### config.mk
export PLATFORM = sky130hd
export DESIGN_NAME = mul_frame_ctrl_flat
export DESIGN_NICKNAME = d
export VERILOG_FILES = /design/src/rtl/mul_frame_ctrl_pkg.sv /design/src/rtl/mul_frame_ctrl_if.sv /design/src/rtl/mul_frame_ctrl_cfg_shadow.sv /design/src/rtl/mul_frame_ctrl.sv /design/src/flat_wrapper.sv
export SDC_FILE = /design/constraint.sdc
export NUM_CORES = 1
export LEC_CHECK = 0
export BUFFER_PORTS_ARGS = -buffer_cell sky130_fd_sc_hd__buf_2
export CORE_MARGIN = 3
export CORE_UTILIZATION = 55
export CTS_BUF_LIST = sky130_fd_sc_hd__clkbuf_4 sky130_fd_sc_hd__clkbuf_8 sky130_fd_sc_hd__clkbuf_16
export DETAILED_ROUTE_END_ITERATION = 12
export PLACE_DENSITY_LB_ADDON = 0.25
export SETUP_SLACK_MARGIN = 0.3
export SYNTH_ARGS = -nofsm -noshare
export SYNTH_HDL_FRONTEND = slang
export SYNTH_HIERARCHICAL = 1
export SYNTH_SLANG_ARGS = --single-unit
### constraint.sdc
create_clock -name aclk -period 4.1 [get_ports aclk]
set_input_delay 0.82 -clock aclk [delete_from_list [all_inputs] [get_ports aclk]]
set_output_delay 0.82 -clock aclk [all_outputs]
set_load 0.01 [all_outputs]
### src/rtl/mul_frame_ctrl_pkg.sv
// rtl/mul_frame_ctrl_pkg.sv - shared types and constants for the energy frame sequencer
package mul_ctrl_pkg;

    typedef enum logic [2:0] {
        ACCEPT   = 3'd0,
        GAP      = 3'd1,
        PAD      = 3'd2,
        DROP     = 3'd3,
        WAIT_RES = 3'd4,
        APPLY    = 3'd5
    } state_e;

    localparam int ERR_SHORT = 0;
    localparam int ERR_LONG  = 1;
    localparam int ERR_TMO   = 2;
    localparam int ERR_CFG   = 3;
    localparam int ERR_W     = 4;

endpackage

### src/rtl/mul_frame_ctrl_if.sv
// rtl/mul_frame_ctrl_if.sv - AXI-Stream energy bin input bundle
interface mul_frame_ctrl_if #(
    parameter int DW = 40
) ();
    logic [DW-1:0] tdata;
    logic          tvalid;
    logic          tlast;
    logic          tready;

    modport master (output tdata, output tvalid, output tlast, input  tready);
    modport slave  (input  tdata, input  tvalid, input  tlast, output tready);
endinterface

### src/rtl/mul_frame_ctrl_cfg_shadow.sv
// rtl/mul_frame_ctrl_cfg_shadow.sv - pending/active threshold and ratio registers
module mul_cfg_shadow #(
    parameter int THRESH_DEFAULT = 1000,
    parameter int RATIO_DEFAULT  = 10
) (
    input  logic        clk,
    input  logic        rst_n,
    input  logic        cfg_wr_i,
    input  logic [31:0] cfg_thresh_i,
    input  logic [15:0] cfg_ratio_i,
    input  logic        apply_i,
    output logic [31:0] act_thresh_o,
    output logic [15:0] act_ratio_o,
    output logic        cfg_rej_o
);

    logic [31:0] pend_thresh_q, pend_thresh_d;
    logic [15:0] pend_ratio_q,  pend_ratio_d;
    logic        pend_vld_q,    pend_vld_d;
    logic [31:0] act_thresh_q,  act_thresh_d;
    logic [15:0] act_ratio_q,   act_ratio_d;

    assign cfg_rej_o    = cfg_wr_i && (cfg_ratio_i == 16'd0);
    assign act_thresh_o = act_thresh_q;
    assign act_ratio_o  = act_ratio_q;

    // A write landing on the apply cycle is kept pending for the following frame.
    always_comb begin
        pend_thresh_d = pend_thresh_q;
        pend_ratio_d  = pend_ratio_q;
        pend_vld_d    = pend_vld_q;
        act_thresh_d  = act_thresh_q;
        act_ratio_d   = act_ratio_q;
        if (apply_i) begin
            if (pend_vld_q) begin
                act_thresh_d = pend_thresh_q;
                act_ratio_d  = pend_ratio_q;
            end
            pend_vld_d = 1'b0;
        end
        if (cfg_wr_i && !cfg_rej_o) begin
            pend_thresh_d = cfg_thresh_i;
            pend_ratio_d  = cfg_ratio_i;
            pend_vld_d    = 1'b1;
        end
    end

    always_ff @(posedge clk or negedge rst_n) begin
        if (!rst_n) begin
            pend_thresh_q <= '0;
            pend_ratio_q  <= '0;
            pend_vld_q    <= 1'b0;
            act_thresh_q  <= 32'(THRESH_DEFAULT);
            act_ratio_q   <= 16'(RATIO_DEFAULT);
        end else begin
            pend_thresh_q <= pend_thresh_d;
            pend_ratio_q  <= pend_ratio_d;
            pend_vld_q    <= pend_vld_d;
            act_thresh_q  <= act_thresh_d;
            act_ratio_q   <= act_ratio_d;
        end
    end

endmodule

### src/rtl/mul_frame_ctrl.sv
// rtl/mul_frame_ctrl.sv - frame-aligned strobe sequencer ahead of the energy accumulator
module mul_frame_ctrl
    import mul_ctrl_pkg::*;
#(
    parameter int ENRGY_DATA_WIDTH = 40,
    parameter int NUM_FFT_PTS      = 16,
    parameter int RES_TIMEOUT      = 64,
    parameter int THRESH_DEFAULT   = 1000,
    parameter int RATIO_DEFAULT    = 10
) (
    input  logic                        aclk,
    input  logic                        aresetn,
    mul_frame_ctrl_if.slave             s_axis_e,
    output logic [ENRGY_DATA_WIDTH-1:0] energy,
    output logic                        e_ready,
    input  logic                        res_ack,
    input  logic [31:0]                 cfg_thresh,
    input  logic [15:0]                 cfg_ratio,
    input  logic                        cfg_wr,
    output logic [31:0]                 act_thresh,
    output logic [15:0]                 act_ratio,
    output logic                        busy,
    output logic [15:0]                 frame_cnt,
    output logic [ERR_W-1:0]            err_flags,
    input  logic                        err_clr
);

    localparam int BW = $clog2(NUM_FFT_PTS);
    localparam int TW = $clog2(RES_TIMEOUT);
    localparam logic [BW-1:0] BIN_LAST = BW'(NUM_FFT_PTS - 1);
    localparam logic [TW-1:0] TMO_LAST = TW'(RES_TIMEOUT - 1);

    state_e                      state_q, state_d;
    logic [BW-1:0]               bin_q, bin_d;
    logic [TW-1:0]               tmr_q, tmr_d;
    logic                        ph_q, ph_d;
    logic [ENRGY_DATA_WIDTH-1:0] energy_q, energy_d;
    logic                        e_ready_q, e_ready_d;
    logic                        tready_q, tready_d;
    logic [15:0]                 frame_q, frame_d;
    logic [ERR_W-1:0]            err_q, err_d, err_set;
    logic                        hs, apply, cfg_rej;

    assign hs              = s_axis_e.tvalid && tready_q;
    assign s_axis_e.tready = tready_q;
    assign energy          = energy_q;
    assign e_ready         = e_ready_q;
    assign frame_cnt       = frame_q;
    assign err_flags       = err_q;
    assign busy            = !((state_q == ACCEPT) && (bin_q == '0));

    always_comb begin
        state_d   = state_q;
        bin_d     = bin_q;
        tmr_d     = '0;
        ph_d      = ph_q;
        energy_d  = energy_q;
        e_ready_d = 1'b0;
        frame_d   = frame_q;
        apply     = 1'b0;
        err_set   = '0;
        case (state_q)
            ACCEPT: if (hs) begin
                energy_d  = s_axis_e.tdata;
                e_ready_d = 1'b1;
                if (bin_q == BIN_LAST) begin
                    if (s_axis_e.tlast) begin
                        state_d = WAIT_RES;
                    end else begin
                        err_set[ERR_LONG] = 1'b1;
                        state_d           = DROP;
                    end
                end else if (s_axis_e.tlast) begin
                    err_set[ERR_SHORT] = 1'b1;
                    state_d            = PAD;
                    bin_d              = bin_q + BW'(1);
                    ph_d               = 1'b0;
                end else begin
                    state_d = GAP;
                    bin_d   = bin_q + BW'(1);
                end
            end
            GAP: state_d = ACCEPT;
            // ph_q alternates idle/strobe so padding keeps the same two-cycle spacing.
            PAD: begin
                if (ph_q) begin
                    e_ready_d = 1'b1;
                    energy_d  = '0;
                    ph_d      = 1'b0;
                    if (bin_q == BIN_LAST) state_d = WAIT_RES;
                    else                   bin_d   = bin_q + BW'(1);
                end else begin
                    ph_d = 1'b1;
                end
            end
            DROP: if (hs && s_axis_e.tlast) state_d = WAIT_RES;
            WAIT_RES: begin
                tmr_d = tmr_q + TW'(1);
                if (res_ack) begin
                    state_d = APPLY;
                end else if (tmr_q == TMO_LAST) begin
                    err_set[ERR_TMO] = 1'b1;
                    state_d          = APPLY;
                end
            end
            APPLY: begin
                apply   = 1'b1;
                frame_d = frame_q + 16'd1;
                bin_d   = '0;
                state_d = ACCEPT;
            end
            default: state_d = ACCEPT;
        endcase
        err_set[ERR_CFG] = cfg_rej;
        err_d            = (err_clr ? '0 : err_q) | err_set;
        tready_d         = (state_d == ACCEPT) || (state_d == DROP);
    end

    always_ff @(posedge aclk or negedge aresetn) begin
        if (!aresetn) begin
            state_q   <= ACCEPT;
            bin_q     <= '0;
            tmr_q     <= '0;
            ph_q      <= 1'b0;
            energy_q  <= '0;
            e_ready_q <= 1'b0;
            tready_q  <= 1'b0;
            frame_q   <= '0;
            err_q     <= '0;
        end else begin
            state_q   <= state_d;
            bin_q     <= bin_d;
            tmr_q     <= tmr_d;
            ph_q      <= ph_d;
            energy_q  <= energy_d;
            e_ready_q <= e_ready_d;
            tready_q  <= tready_d;
            frame_q   <= frame_d;
            err_q     <= err_d;
        end
    end

    mul_cfg_shadow #(
        .THRESH_DEFAULT (THRESH_DEFAULT),
        .RATIO_DEFAULT  (RATIO_DEFAULT)
    ) u_cfg (
        .clk          (aclk),
        .rst_n        (aresetn),
        .cfg_wr_i     (cfg_wr),
        .cfg_thresh_i (cfg_thresh),
        .cfg_ratio_i  (cfg_ratio),
        .apply_i      (apply),
        .act_thresh_o (act_thresh),
        .act_ratio_o  (act_ratio),
        .cfg_rej_o    (cfg_rej)
    );

endmodule
### src/flat_wrapper.sv
// flat-port wrapper written by rule: the top's interface ports become plain ports
module mul_frame_ctrl_flat import mul_ctrl_pkg::*;
#(
    parameter int ENRGY_DATA_WIDTH = 40,
    parameter int NUM_FFT_PTS      = 16,
    parameter int RES_TIMEOUT      = 64,
    parameter int THRESH_DEFAULT   = 1000,
    parameter int RATIO_DEFAULT    = 10
)
  (aclk, aresetn, energy, e_ready, res_ack, cfg_thresh, cfg_ratio, cfg_wr, act_thresh, act_ratio, busy, frame_cnt, err_flags, err_clr, s_axis_e_tdata, s_axis_e_tvalid, s_axis_e_tlast, s_axis_e_tready);
  mul_frame_ctrl_if s_axis_e_i ();
  input  logic aclk;
  input  logic aresetn;
  output logic [ENRGY_DATA_WIDTH-1:0] energy;
  output logic e_ready;
  input  logic res_ack;
  input  logic [31:0] cfg_thresh;
  input  logic [15:0] cfg_ratio;
  input  logic cfg_wr;
  output logic [31:0] act_thresh;
  output logic [15:0] act_ratio;
  output logic busy;
  output logic [15:0] frame_cnt;
  output logic [ERR_W-1:0] err_flags;
  input  logic err_clr;
  input wire logic [$bits(s_axis_e_i.tdata)-1:0] s_axis_e_tdata;
  input wire logic [$bits(s_axis_e_i.tvalid)-1:0] s_axis_e_tvalid;
  input wire logic [$bits(s_axis_e_i.tlast)-1:0] s_axis_e_tlast;
  output wire logic [$bits(s_axis_e_i.tready)-1:0] s_axis_e_tready;
  assign s_axis_e_i.tdata = s_axis_e_tdata;
  assign s_axis_e_i.tvalid = s_axis_e_tvalid;
  assign s_axis_e_i.tlast = s_axis_e_tlast;
  assign s_axis_e_tready = s_axis_e_i.tready;
  mul_frame_ctrl #(.ENRGY_DATA_WIDTH(ENRGY_DATA_WIDTH), .NUM_FFT_PTS(NUM_FFT_PTS), .RES_TIMEOUT(RES_TIMEOUT), .THRESH_DEFAULT(THRESH_DEFAULT), .RATIO_DEFAULT(RATIO_DEFAULT)) u_core (.aclk(aclk), .aresetn(aresetn), .s_axis_e(s_axis_e_i), .energy(energy), .e_ready(e_ready), .res_ack(res_ack), .cfg_thresh(cfg_thresh), .cfg_ratio(cfg_ratio), .cfg_wr(cfg_wr), .act_thresh(act_thresh), .act_ratio(act_ratio), .busy(busy), .frame_cnt(frame_cnt), .err_flags(err_flags), .err_clr(err_clr));
endmodule
==> out/qor.yml <==
final_layout:
  num-nets-final: 845
  stdcell_count: 927
  n_antenna_cell: 0
  postLayoutCellArea_sq_mm: 0.00870
  fin_util_pct: 71.5
  drive_above_1_share_pct: 47.2
  syn_to_final_growth_pct: 25.9
run:
  drv_cap: 0
timing:
  fin_hold_ws_ps: 465
  finalCritPeriodShare_pct: 61.4
  setup_viol: 0
  rsz0062_at_grt: "false"
  setup_slack_ps: 1580
  final.setup.tns_ps: 0
  hold_viol_final: 0
  period_needed_ps: 2520
  maxSlewViolCount: 0
  skew_ps: 7.27
  fmax_mhz: 397
  worst_slew_pin_slew_ps: 1200
  maxSlewHeadroom_pct: 19.7
placed_design:
  dp.cells: 895
  numPortBuffers: 205
  place_ws_ps: 1450
  dp_hpwl_um: 10600
  post_dp_cell_area_sq_mm: 0.00811
  place.gp.congestion: 0.856
global_routing:
  grt_pass1_wl_um: 25200
  grtUsageTotal_pct: 22.5
  grt_max_degree: 120
  grt_overflow_total: 0
  grt_antenna_before_repair: 0
  grt_pass1_vias: 5016
clock_tree:
  cts_sinks: 173
  cts_buffers: 17
  cts-root-buf: "clkbuf_16"
  postCtsHoldBufs: 0
  cts_max_level: 4
  clock_latency_ps: 420
  post-cts-setup-buffer-count: 0
  cts_tree: "done"
  clock_path_buffers: 2
  path_clk_slew_ps: 60
  postCtsResizedCells: 0
pwr:
  ir_worst_vdd_mv: 0.360
  clock_power_share_pct: 29.8
  combPwrFrac_pct: 25.8
  cellPowerDensity_mw_per_mm2: 608
  power_frac_seq_pct: 44.4
  p_switching_mw: 1.68
  leakage_nw: 4.74
  p_int_mw: 3.61
  switching_share_pct: 31.7
  power_mw: 5.29
synthesis:
  synth_nets: 640
  ys_top_cells_by_count: "dfrtp_1, mux2_2, nand2_1"
  synth_cells: 541
  ys_seq_area_share_pct: 62.8
  ys_ff_latch: 173
  synth.distinct_cells: 38
  synth.avg_cell_area_sq_um: 12.8
  async_reset_ff_share_pct: 100
  synth_edf_count: 0
  ys.flop_type: "dfrtp_1"
  synth_most_common_cell: "dfrtp_1"
  yosys-top-cells-area: "dfrtp_1, mux2_2, nand2_1"
  synth_largest_area_cell: "dfrtp_1"
  synthDominantCellAreaShare_pct: 59.8
  syn_area_sq_mm: 0.00691
  yosysWarnings: 6
floorplanning:
  die_area_sq_mm: 0.0139
  num_rows: 40
  die_h_um: 118
  start_util_pct: 56.8
  ioPinCount: 206
  die_x_um: 118
  core_sq_mm: 0.0122
critical_path:
  critPathMaxFanout: 48
  r2r_slack_ps: 1580
  cpMaxStageDelayCell: "nand2_2"
  cp-start-kind: "register"
  cp_num_buf_inv: 0
  cpPeakStageDelay_ps: 790
  arrival_ps: 2820
  cp.depth: 3
  endpoint_kind: "register"
  cp_cell_sequence: "and3b_1 -> nand2_2 -> mux2_2"
  path_class: "register to register"
  crit_family: "simple AND/OR/NAND/NOR gates"
  crit_required_ps: 4400
  r2r_cells: 3
drt:
  antenna_left: 0
  drt_iter0_markers: 264
  route.detailed.drc: 0
  routed_wl_um: 15100
  wl_per_cell_um: 16.3
  dr_total_vias: 4898
  vias_per_cell: 5.28
  drtPass1Iterations: 4
run_status:
  outcome: "finished, final reports clean"
min_path:
  min_path_cells: 2
  worstHoldPathType: "register to register"
==> cells by family after synthesis <==
family	count (synthesis)	share of synthesized area, %
flops	173	62.8
mux	97	16.3
compound gates	23	2.59
xor+xnor	23	2.92
buf+inv	38	2.32
simple gates	183	12.3
fa+ha+maj	4	0.725
==> power groups by stage <==
| stage | registers (mW) | clock network (mW) | logic, mW |
|---|---|---|---|
| final | 2.35 | 1.58 | 1.37 |
| after global routing | 2.40 | 1.70 | 1.52 |
| after CTS | 2.35 | 1.61 | 1.38 |
| after detailed placement | 2.37 | 0 | 1.38 |
| after global placement | 2.34 | 0 | 1.33 |
| after floorplan | 2.47 | 0 | 0.677 |
==> sequential cells by signal (all words and copies together) (netlist names) <==
signal / flops
u_core/u_cfg/act_ratio_o: 16
u_core/frame_cnt: 16
u_core/state_q: 3
u_core/ph_q: 1
u_core/bin_q: 4
u_core/u_cfg/pend_thresh_q: 32
u_core/s_axis_e.tready: 1
u_core/tmr_q: 6
u_core/u_cfg/pend_ratio_q: 16
u_core/e_ready: 1
u_core/err_flags: 4
u_core/energy: 40
u_core/u_cfg/act_thresh_o: 32
u_core/u_cfg/pend_vld_q: 1
==> worst reg2reg max path: cells and delay by family (launching register included) <==
family | cells | cell delay [ps]
and+or+nand+nor | 2 | 1340
muxes | 1 | 580
DFF | 1 | 480
==> cell usage in the layout (no fill, tap or decap), types with 2 or more instances in the layout <==
master,netlist,final
nand2_1,88,87
buf_2,8,204
clkinvlp_4,0,3
and4_1,2,2
a22o_1,2,2
and3_1,8,8
dfstp_2,8,8
o22ai_1,2,2
clkbuf_16,0,17
dfrtp_1,165,165
nor3_1,2,2
clkinv_4,0,2
nor2_1,18,18
inv_1,11,11
nand4_1,5,5
clkinv_2,0,3
a32o_1,3,3
o21ai_0,3,3
a21oi_1,3,3
nand3_1,51,51
mux2_4,9,9
nand2b_1,2,2
bufinv_16,0,2
clkbuf_8,0,2
clkbuf_4,0,3
xor2_1,11,11
buf_4,0,7
a21o_1,2,2
mux2_2,88,88
xnor2_1,12,12
ha_1,4,4
nor4_2,4,4
==> path summary, 6_finish.rpt <==
check | startpoint | endpoint
worst max-delay path | u_core/state_q[1]$_DFF_PN0_ | u_core/u_cfg/act_thresh_o[2]$_DFFE_PN0P_
worst min-delay path | u_core/energy[31]$_DFFE_PN0P_ | u_core/energy[31]$_DFFE_PN0P_
worst max register to register | u_core/state_q[1]$_DFF_PN0_ | u_core/u_cfg/act_thresh_o[2]$_DFFE_PN0P_
worst min register to register | u_core/energy[31]$_DFFE_PN0P_ | u_core/energy[31]$_DFFE_PN0P_
max in group asynchronous | aresetn | u_core/u_cfg/act_thresh_o[8]$_DFFE_PN1P_
min in group asynchronous | aresetn | u_core/frame_cnt[9]$_DFFE_PN0P_
==> routing by layer <==
layer  up-vias  part of all wire [%]  track usage [%]
met5         -                     0                0
met4         0                   2.1             8.86
met3        27                   6.9             6.82
met2       161                    51             36.4
met1      2452                    41             28.6
li1       2258                     -                -
==> cell type report <==
cell class	instances	area, sq um
clock inverters	10	115
repair buffers	212	1080
inverters	12	45.0
multi-input cells	330	2430
clock buffers	22	475
well taps	168	210
flip-flops and latches	173	4340
fillers	883	3460
Power figures use the tool's default switching activity.
